**src/rtl/ee354_detour_sweep.sv**
```systemverilog
// ee354_detour_sweep: N-lamp arrow-bar controller. The bar fills step by step
// toward the selected side, then blanks and repeats. A hazard request flashes
// all lamps instead. A step timer paces every state, and Run freezes the
// timer and the FSM. Done pulses for one cycle after each completed sweep.
//
//   state     | meaning
//   ----------+---------------------------------------------------------
//   IDLE      | all lamps off; direction/hazard sampled when it ends
//   SWEEP     | bar lit up to Step lamps toward the latched direction
//   FLASH_ON  | hazard flash, all lamps on
//   FLASH_OFF | hazard flash, all lamps off, then back to IDLE

module ee354_detour_sweep #(
    parameter  int N_LAMPS = 4,
    parameter  int DWELL   = 1,
    localparam int STEP_W  = $clog2(N_LAMPS + 1)
) (
    input  logic              Clk,
    input  logic              reset,
    input  logic              Run,
    input  logic              L_Rbar,
    input  logic              Hazard,
    output logic [N_LAMPS-1:0] Lamps,
    output logic              q_Idle,
    output logic              q_Sweep,
    output logic              q_FlashOn,
    output logic              q_FlashOff,
    output logic [STEP_W-1:0] Step,
    output logic              Dir,
    output logic              Done
);

    // DWELL=1 still needs a one-bit timer so the compare below stays legal.
    localparam int TMR_W = (DWELL > 1) ? $clog2(DWELL) : 1;
    localparam logic [TMR_W-1:0]  TMR_LAST  = TMR_W'(DWELL - 1);
    localparam logic [STEP_W-1:0] STEP_LAST = STEP_W'(N_LAMPS);
    localparam logic [STEP_W-1:0] STEP_ONE  = STEP_W'(1);

    localparam logic [3:0] S_IDLE      = 4'b0001;
    localparam logic [3:0] S_SWEEP     = 4'b0010;
    localparam logic [3:0] S_FLASH_ON  = 4'b0100;
    localparam logic [3:0] S_FLASH_OFF = 4'b1000;

    logic [TMR_W-1:0]  tmr;
    logic              tick;
    logic [3:0]        state_q;
    logic [3:0]        state_d;
    logic [STEP_W-1:0] step_q;
    logic [STEP_W-1:0] step_d;
    logic              dir_q;
    logic              dir_d;
    logic              done_q;
    logic              done_d;
    logic [N_LAMPS-1:0] lamps_d;

    // A tick only happens on a Run cycle, so a Run drop on the terminal
    // count suppresses that transition until Run returns.
    assign tick = Run && (tmr == TMR_LAST);

    // Step timer: counts 0..DWELL-1 while running, holds while paused.
    always_ff @(posedge Clk) begin
        if (reset) begin
            tmr <= '0;
        end else if (Run) begin
            if (tick) begin
                tmr <= '0;
            end else begin
                tmr <= tmr + 1'b1;
            end
        end
    end

    // State register together with the step index, latched direction and
    // the registered Done pulse.
    always_ff @(posedge Clk) begin
        if (reset) begin
            state_q <= S_IDLE;
            step_q  <= '0;
            dir_q   <= 1'b0;
            done_q  <= 1'b0;
        end else begin
            state_q <= state_d;
            step_q  <= step_d;
            dir_q   <= dir_d;
            done_q  <= done_d;
        end
    end

    // Next-state logic: transitions only on tick, except that any encoding
    // that is not one of the four legal one-hot codes recovers to IDLE at once.
    always_comb begin
        state_d = state_q;
        step_d  = step_q;
        dir_d   = dir_q;
        done_d  = 1'b0;
        case (state_q)
            S_IDLE: begin
                if (tick) begin
                    if (Hazard) begin
                        state_d = S_FLASH_ON;
                    end else begin
                        state_d = S_SWEEP;
                        step_d  = STEP_ONE;
                        dir_d   = L_Rbar;
                    end
                end
            end
            S_SWEEP: begin
                if (tick) begin
                    if (step_q == STEP_LAST) begin
                        state_d = S_IDLE;
                        step_d  = '0;
                        done_d  = 1'b1;
                    end else begin
                        step_d = step_q + STEP_ONE;
                    end
                end
            end
            S_FLASH_ON: begin
                if (tick) begin
                    state_d = S_FLASH_OFF;
                end
            end
            S_FLASH_OFF: begin
                if (tick) begin
                    state_d = S_IDLE;
                end
            end
            default: begin
                state_d = S_IDLE;
                step_d  = '0;
            end
        endcase
    end

    // Lamp decode from registered state only, so Lamps cannot glitch with
    // the direction or hazard inputs.
    always_comb begin
        lamps_d = '0;
        case (state_q)
            S_SWEEP: begin
                for (int i = 0; i < N_LAMPS; i++) begin
                    if (dir_q) begin
                        lamps_d[i] = (i < int'(step_q));
                    end else begin
                        lamps_d[i] = (i >= (N_LAMPS - int'(step_q)));
                    end
                end
            end
            S_FLASH_ON: begin
                lamps_d = '1;
            end
            default: begin
                lamps_d = '0;
            end
        endcase
    end

    // Output flags and registered status; exact-match flags stay all-zero
    // rather than multi-hot during the single illegal-recovery cycle.
    always_comb begin
        Lamps      = lamps_d;
        q_Idle     = (state_q == S_IDLE);
        q_Sweep    = (state_q == S_SWEEP);
        q_FlashOn  = (state_q == S_FLASH_ON);
        q_FlashOff = (state_q == S_FLASH_OFF);
        Step       = step_q;
        Dir        = dir_q;
        Done       = done_q;
    end

endmodule

```
**config.mk**
```make
export PLATFORM = sky130hd
export DESIGN_NAME = ee354_detour_sweep
export DESIGN_NICKNAME = d
export VERILOG_FILES = /design/src/rtl/ee354_detour_sweep.sv
export SDC_FILE = /design/constraint.sdc
export NUM_CORES = 1
export LEC_CHECK = 0
export CAP_MARGIN = 15
export CORE_MARGIN = 2
export CORE_UTILIZATION = 53
export CTS_CLUSTER_DIAMETER = 200
export CTS_CLUSTER_SIZE = 25
export DETAILED_ROUTE_END_ITERATION = 8
export PLACE_DENSITY = 0.81
export SLEW_MARGIN = 5
export SYNTH_ARGS = -nofsm -noshare
export SYNTH_HDL_FRONTEND = slang
export SYNTH_SLANG_ARGS = --single-unit
```
**constraint.sdc**
```tcl
create_clock -name Clk -period 4.7 [get_ports Clk]
set_input_delay 0.47 -clock Clk [delete_from_list [all_inputs] [get_ports Clk]]
set_output_delay 0.47 -clock Clk [all_outputs]
set_load 0.1 [all_outputs]
```
==> qor.csv, run 1 <==
metric;value;unit
delay-heaviest family, CP;buffers and inverters;
vias per cell;6.233;
Crit path depth;8;
Setup Skew;0.0002342;ns
Max Slew Vio Count;0;
most frequent cells in the layout;clkdlybuf4s50_1, a21oi_1, dfxtp_1;
count of cell types in the netlist;40;
maximum buffer depth of the clock tree;2;
Fin. Hold Viols;0;
leakage power figure;0.4154;nW
CP Launch Type;flip-flop;
DR WL/cell;14.58;um
clock power share;24.9;%
first-pass GRT wire length;3146;um
Top Ports;18;
Pwr Density;302.6;nW/um2
via count;804;
sw power;0.0001326;W
multi-input logic area;584.3;um2
Clock Sinks;10;
RSZ-0062 raised after global routing;no;
DIE AREA;1955;um2
Reg power frac;33.0;%
CP required;4.23;ns
Antenna Nets Post-Route;0;
die width;44.22;um
HPWL Detailed;1374;um
VDD IR-drop max;0.1943;mV
share of layout cells above drive strength 1;11.50;%
slowest CP cell;clkdlybuf4s50_1;
overall routed net length;1881;um
Worst Tran Pin Value;0.9746;ns
Max-Cap Viols;0;
H-Tree Depth;1;
First-pass DRT Iterations;4;
status;finished clean;
# port buffers;17;
Gate Count Post-Synth;99;
combinational fraction of design power;42.1;%
WHS Endpoint;tmr;
number of global-route vias before repair;706;
clock slew at the register clock pins of the worst setup and hold paths;0.07;ns
switching share of power;42.41;%
Critical Path AT;3.17;ns
clk_lat worst skew;0.27;ns
antenna violations before repair;0;
most common cell after layout, fill and taps aside;clkdlybuf4s50_1;
CTS Buf Count;3;
# DRC;0;
Antenna Cells;0;
clock root buffer;clkbuf_4;
part of the cycle the worst path needs;77.48;%
Placeable Area;1506;um2
placed insts;125;
critical path type;flip-flop to output port;
FF-to-FF Start;Step[1];
delay of the slowest cell on the worst path;1.13;ns
Fmax;274.6;MHz
register area;200.2;um2
Worst Hold Depth;1;
RR Endpoint;state_q[2];
Die Span Y;44.22;um
postcts setup bufs;0;
GPL Wtd Cong;0.8589;
mapped cell area;857.1;um2
Reg2Reg Depth;7;
# rows;14;
Rel. slew slack;34.82;%
sum of negative setup slack;0;ns
Synth Warn #;0;
post-cts resize count;0;
P_int;0.0001801;W
setup violators final;0;
Initial Utilization;56.89;%
pin count of the biggest net entering global routing;13;
Worst Path Buf+Inv;2;
Area Overhead vs Synth;20.58;%
grt ovf;0;
Hold-fix buffers, CTS;0;
CTS tree;done;
Mapped Avg Cell Area;8.657;um2
fin nets;125;
crit end category;output port;
post-synthesis net count;110;
worst hold path startpoint;tmr;
Tot Pwr;0.0003127;W
Crit Path Max Fanout;9;
crit-path cells;inv_1, ha_1, ha_1, nand2b_1, a41oi_1, o21ai_0, nand2_1, clkdlybuf4s50_1;
Global Route Usage Sum;21.65;%
min Tclk post-route;3.642;ns
# fillers;121;
FF+latch count, synth;10;
DRT iter0 DRCs;19;
post-synthesis sequential area ratio;23.36;%
hold crit path type;flip-flop to flip-flop;
CP most frequent cell;ha_1;
R2R Setup Slk;2.55;ns
fin cells;129;
flip-flops by register name, summed over array words and instances, names as in the netlist:
register	flops
Dir	1
Done	1
Step	3
state_q	4
tmr	1
power groups by stage:
stage	clock network (W)	logic, W	registers, W
after detailed placement	0	0.000131	0.000104
final	0.0000779	0.000132	0.000103
after global placement	0	0.000131	0.000104
after global routing	0.0000844	0.000141	0.000105
after floorplan	0	0.0000994	0.000113
after CTS	0.0000794	0.000131	0.000103
how the worst max path moves through the flow:
| stage | startpoint | to | slack, ns |
|---|---|---|---|
| after floorplan | Step[0] | Lamps[3] | 0.02 |
| after global routing | Step[0] | Lamps[0] | 0.80 |
| after global placement | Step[0] | Lamps[2] | 1.41 |
| after detailed placement | Step[1] | Lamps[0] | 1.35 |
| final | Step[1] | Lamps[0] | 1.06 |
| after CTS | Step[1] | Lamps[0] | 1.06 |
synth_stat cells, drive strengths merged:
library cell / n / share of area, %
a21oi: 11 / 6.4
o31ai: 3 / 2.6
o311a: 1 / 2.5
nand3: 1 / 0.58
nand3b: 2 / 1.8
and2b: 1 / 0.88
o21ai: 10 / 5.8
a211oi: 1 / 0.88
nor4: 1 / 0.73
o211a: 1 / 1.2
a41oi: 1 / 1.0
or3b: 1 / 1.0
nor3b: 2 / 1.8
dfxtp: 10 / 23
nand2: 3 / 1.3
or4b: 5 / 5.8
clkbuf: 1 / 0.44
o311ai: 1 / 3.1
nor4b: 1 / 2.8
and3: 1 / 0.73
nor3: 4 / 3.5
o211ai: 1 / 0.88
mux2i: 1 / 1.2
o21a: 1 / 0.88
nor2: 5 / 3.1
nand2b: 3 / 2.2
o2111ai: 1 / 1.0
ha: 6 / 8.8
nor2b: 4 / 2.9
a22oi: 1 / 0.88
buf: 6 / 6.0
inv: 6 / 2.6
nand4: 2 / 1.5
cells by family after synthesis:
logic type	Yosys count	share of synthesized area (%)
flip-flops	10	23.36
multiplexers	1	1.168
AO/OA/AOI/OAI	33	27.15
buffers and inverters	13	9.051
adder cells (fa/ha/maj)	6	8.759
AND/OR/NAND/NOR	36	30.51
stage by stage:
step	setup slack [ns]	instance area, um2	util (%)	hold slack [ns]
3_5_place_dp	1.349	997.2	66.20	0.4898
3_3_place_gp	1.408	997.2	66.20	0.4817
6_report	1.058	1033	68.60	0.5065
5_1_grt	0.8027	1033	68.60	0.5224
2_1_floorplan	0.01743	862.1	-	0.4702
4_1_cts	1.058	1033	68.60	0.4997
metal layers:
layer  vias to the layer above  GRT usage (%)  part of all wire (%)
met5                         -              0                     0
met4                         0          6.061                  0.48
met3                         2          9.388                   4.4
met2                        17          31.18                    46
met1                       384          29.35                    49
li1                        401              -                     -
cell type report:
type / instances / share of cell area [%]
clock buffers: 4 / 3.511
inverters: 6 / 2.179
multi-input cells: 76 / 56.54
flip-flops and latches: 10 / 19.37
well taps: 16 / 1.937
repair buffers: 17 / 16.46
No activity file was read; power rests on OpenSTA's default activity.
==> run 2, diff against run 1 <==
--- a/config.mk
+++ b/config.mk
@@ -7,11 +7,11 @@
 export LEC_CHECK = 0
 export CAP_MARGIN = 15
 export CORE_MARGIN = 2
-export CORE_UTILIZATION = 53
+export CORE_UTILIZATION = 49
 export CTS_CLUSTER_DIAMETER = 200
 export CTS_CLUSTER_SIZE = 25
 export DETAILED_ROUTE_END_ITERATION = 8
-export PLACE_DENSITY = 0.81
+export PLACE_DENSITY = 0.75
 export SLEW_MARGIN = 5
 export SYNTH_ARGS = -nofsm -noshare
 export SYNTH_HDL_FRONTEND = slang
==> constraint.sdc (replaced) <==
create_clock -name Clk -period 3.4 [get_ports Clk]
set_input_delay 0.34 -clock Clk [delete_from_list [all_inputs] [get_ports Clk]]
set_output_delay 0.34 -clock Clk [all_outputs]
set_load 0.1 [all_outputs]
==> qor.csv, run 2 (same netlist as run 1, synthesis figures left out) <==
metric;value;unit;change
RR Endpoint;state_q[2];;
most common cell after layout, fill and taps aside;a21oi_1;;
post-route cell area;1031;um2;-0.24%
CP most frequent cell;ha_1;;
Antenna Cells;0;;unchanged
Reg power frac;32.7;%;-0.3 points
CP required;3.06;ns;-1.17 ns
DR WL/cell;14.15;um;-3.0%
DRT iter0 DRCs;10;;-9
Crit Path Max Fanout;8;;-1
antenna violations before repair;0;;unchanged
grt ovf;0;;unchanged
part of the cycle the worst path needs;79.61;%;
switching share of power;43.13;%;+0.72 points
Fin. Hold Viols;0;;unchanged
Reg2Reg Depth;7;;unchanged
post-cts resize count;0;;unchanged
Antenna Nets Post-Route;0;;unchanged
First-pass DRT Iterations;4;;unchanged
combinational fraction of design power;42.8;%;+0.7 points
Placeable Area;1689;um2;+12%
number of flip-flops in the largest register;4;;unchanged
Clock Sinks;10;;unchanged
# DRC;0;;unchanged
Initial Utilization;50.74;%;-6.2 points
vias per cell;5.992;;-3.9%
CP Launch Type;flip-flop;;
Biggest register;state_q;;
via count;779;;-3.1%
Top Ports;18;;unchanged
fin cells;130;;+0.78%
Area Overhead vs Synth;20.29;%;
clock power share;24.5;%;-0.4 points
# port buffers;17;;unchanged
setup violators final;0;;unchanged
DP Worst Slack;0.9765;ns;-0.3723 ns
VDD IR-drop max;0.2665;mV;+37%
area post-placement;994.7;um2;-0.25%
number of global-route vias before repair;718;;+1.7%
Fmax;369.5;MHz;
utilization after layout;61.04;%;-7.6 points
critical path type;flip-flop to output port;;
Rel. slew slack;35.59;%;+0.77 points
P_int;0.0002476;W;+37%
most frequent cells in the layout;a21oi_1, dfxtp_1, clkdlybuf4s50_1;;
Max-Cap Viols;0;;unchanged
delay-heaviest family, CP;adder cells;;
# fillers;163;;+35%
CTS Buf Count;3;;unchanged
# rows;15;;+1
Worst Tran Pin Value;0.9631;ns;-0.01151 ns
clock root buffer;clkbuf_4;;
overall routed net length;1839;um;-2.2%
H-Tree Depth;1;;unchanged
CTS tree;done;;
postcts setup bufs;0;;unchanged
worst setup path startpoint;Step[0];;
FF-to-FF Start;Step[0];;
fin nets;125;;unchanged
RSZ-0062 raised after global routing;no;;
DIE AREA;2099;um2;+7.4%
Critical Path AT;2.37;ns;-0.80 ns
Crit path depth;7;;-1
die width;45.82;um;+3.6%
R2R Setup Slk;1.27;ns;-1.28 ns
Hold-fix buffers, CTS;0;;unchanged
delay of the slowest cell on the worst path;0.44;ns;-0.69 ns
slowest CP cell;dfxtp_1;;
crit end category;output port;;
maximum buffer depth of the clock tree;2;;unchanged
worst hold path startpoint;tmr;;
Die Span Y;45.82;um;+3.6%
pin count of the biggest net entering global routing;13;;unchanged
clock slew at the register clock pins of the worst setup and hold paths;0.06;ns;about the same
final worst-path setup slack;0.6934;ns;-0.3649 ns
status;finished clean;;
sw power;0.0001878;W;+42%
clk_lat worst skew;0.26;ns;about the same
min Tclk post-route;2.707;ns;
placed insts;126;;+0.80%
Max Slew Vio Count;0;;unchanged
GPL Wtd Cong;0.8044;;-6.3%
Pwr Density;422.2;nW/um2;+40%
HPWL Detailed;1424;um;+3.7%
Critical Path End;Lamps[2];;
Global Route Usage Sum;19.87;%;-1.8 points
Worst Path Buf+Inv;2;;unchanged
Setup Skew;0.005539;ns;+0.005304 ns
hold crit path type;flip-flop to flip-flop;;
share of layout cells above drive strength 1;20.35;%;+8.8 points
first-pass GRT wire length;3063;um;-2.6%
crit-path cells;inv_1, ha_1, ha_1, o21ai_0, a21oi_1, o31ai_4, buf_4;;
leakage power figure;0.4346;nW;+4.6%
-- run 2: cell types whose count changed in the layout (fill, tap and decap cells not counted) --
cell and delta:
o21ai_0 -1, clkdlybuf4s50_1 -8, o31ai_2 -1, o21ai_1 -1, buf_4 +8, o21ai_2 +2, o31ai_4 +1
-- run 2: final cells by class --
type	instances	area [um2]	share of cell area, %
sequential	10	200.2	19.42
multi-input combinational	76	600.6	58.25
inverter	6	22.52	2.184
tap	17	21.27	2.063
clock buffer	4	36.28	3.519
timing repair buffer	17	150.1	14.56
-- run 2: routing by layer --
layer | GRT usage, % | up-vias | share of wire (%)
met2 | 32.96 | 19 | 48
met5 | 0 | - | 0
met4 | 9.714 | 0 | 1.0
li1 | - | 400 | -
met1 | 24.94 | 356 | 46
met3 | 2.778 | 4 | 4.9
-- run 2: stage by stage --
step	TNS (ns)	hold WS [ns]	total power [W]
2_1_floorplan	-0.05126	0.4161	0.0002981
3_3_place_gp	0	0.4867	0.0003285
3_5_place_dp	0	0.4927	0.0003311
4_1_cts	0	0.5008	0.0004386
5_1_grt	0	0.5143	0.0004588
6_report	0	0.4992	0.0004353
-- run 2: power by group through the flow --
| stage | Combinational (W) | Clock (W) | Sequential [W] |
|---|---|---|---|
| after CTS | 0.000187 | 0.000110 | 0.000142 |
| after global routing | 0.000199 | 0.000114 | 0.000145 |
| after floorplan | 0.000142 | 0 | 0.000156 |
| after detailed placement | 0.000186 | 0 | 0.000145 |
| final | 0.000186 | 0.000107 | 0.000142 |
| after global placement | 0.000184 | 0 | 0.000144 |
-- run 2: worst min-delay path by stage --
stage,end,cells after the start
2_1_floorplan,tmr,1
3_3_place_gp,tmr,1
5_1_grt,tmr,1
3_5_place_dp,tmr,1
4_1_cts,tmr,1
6_report,tmr,1
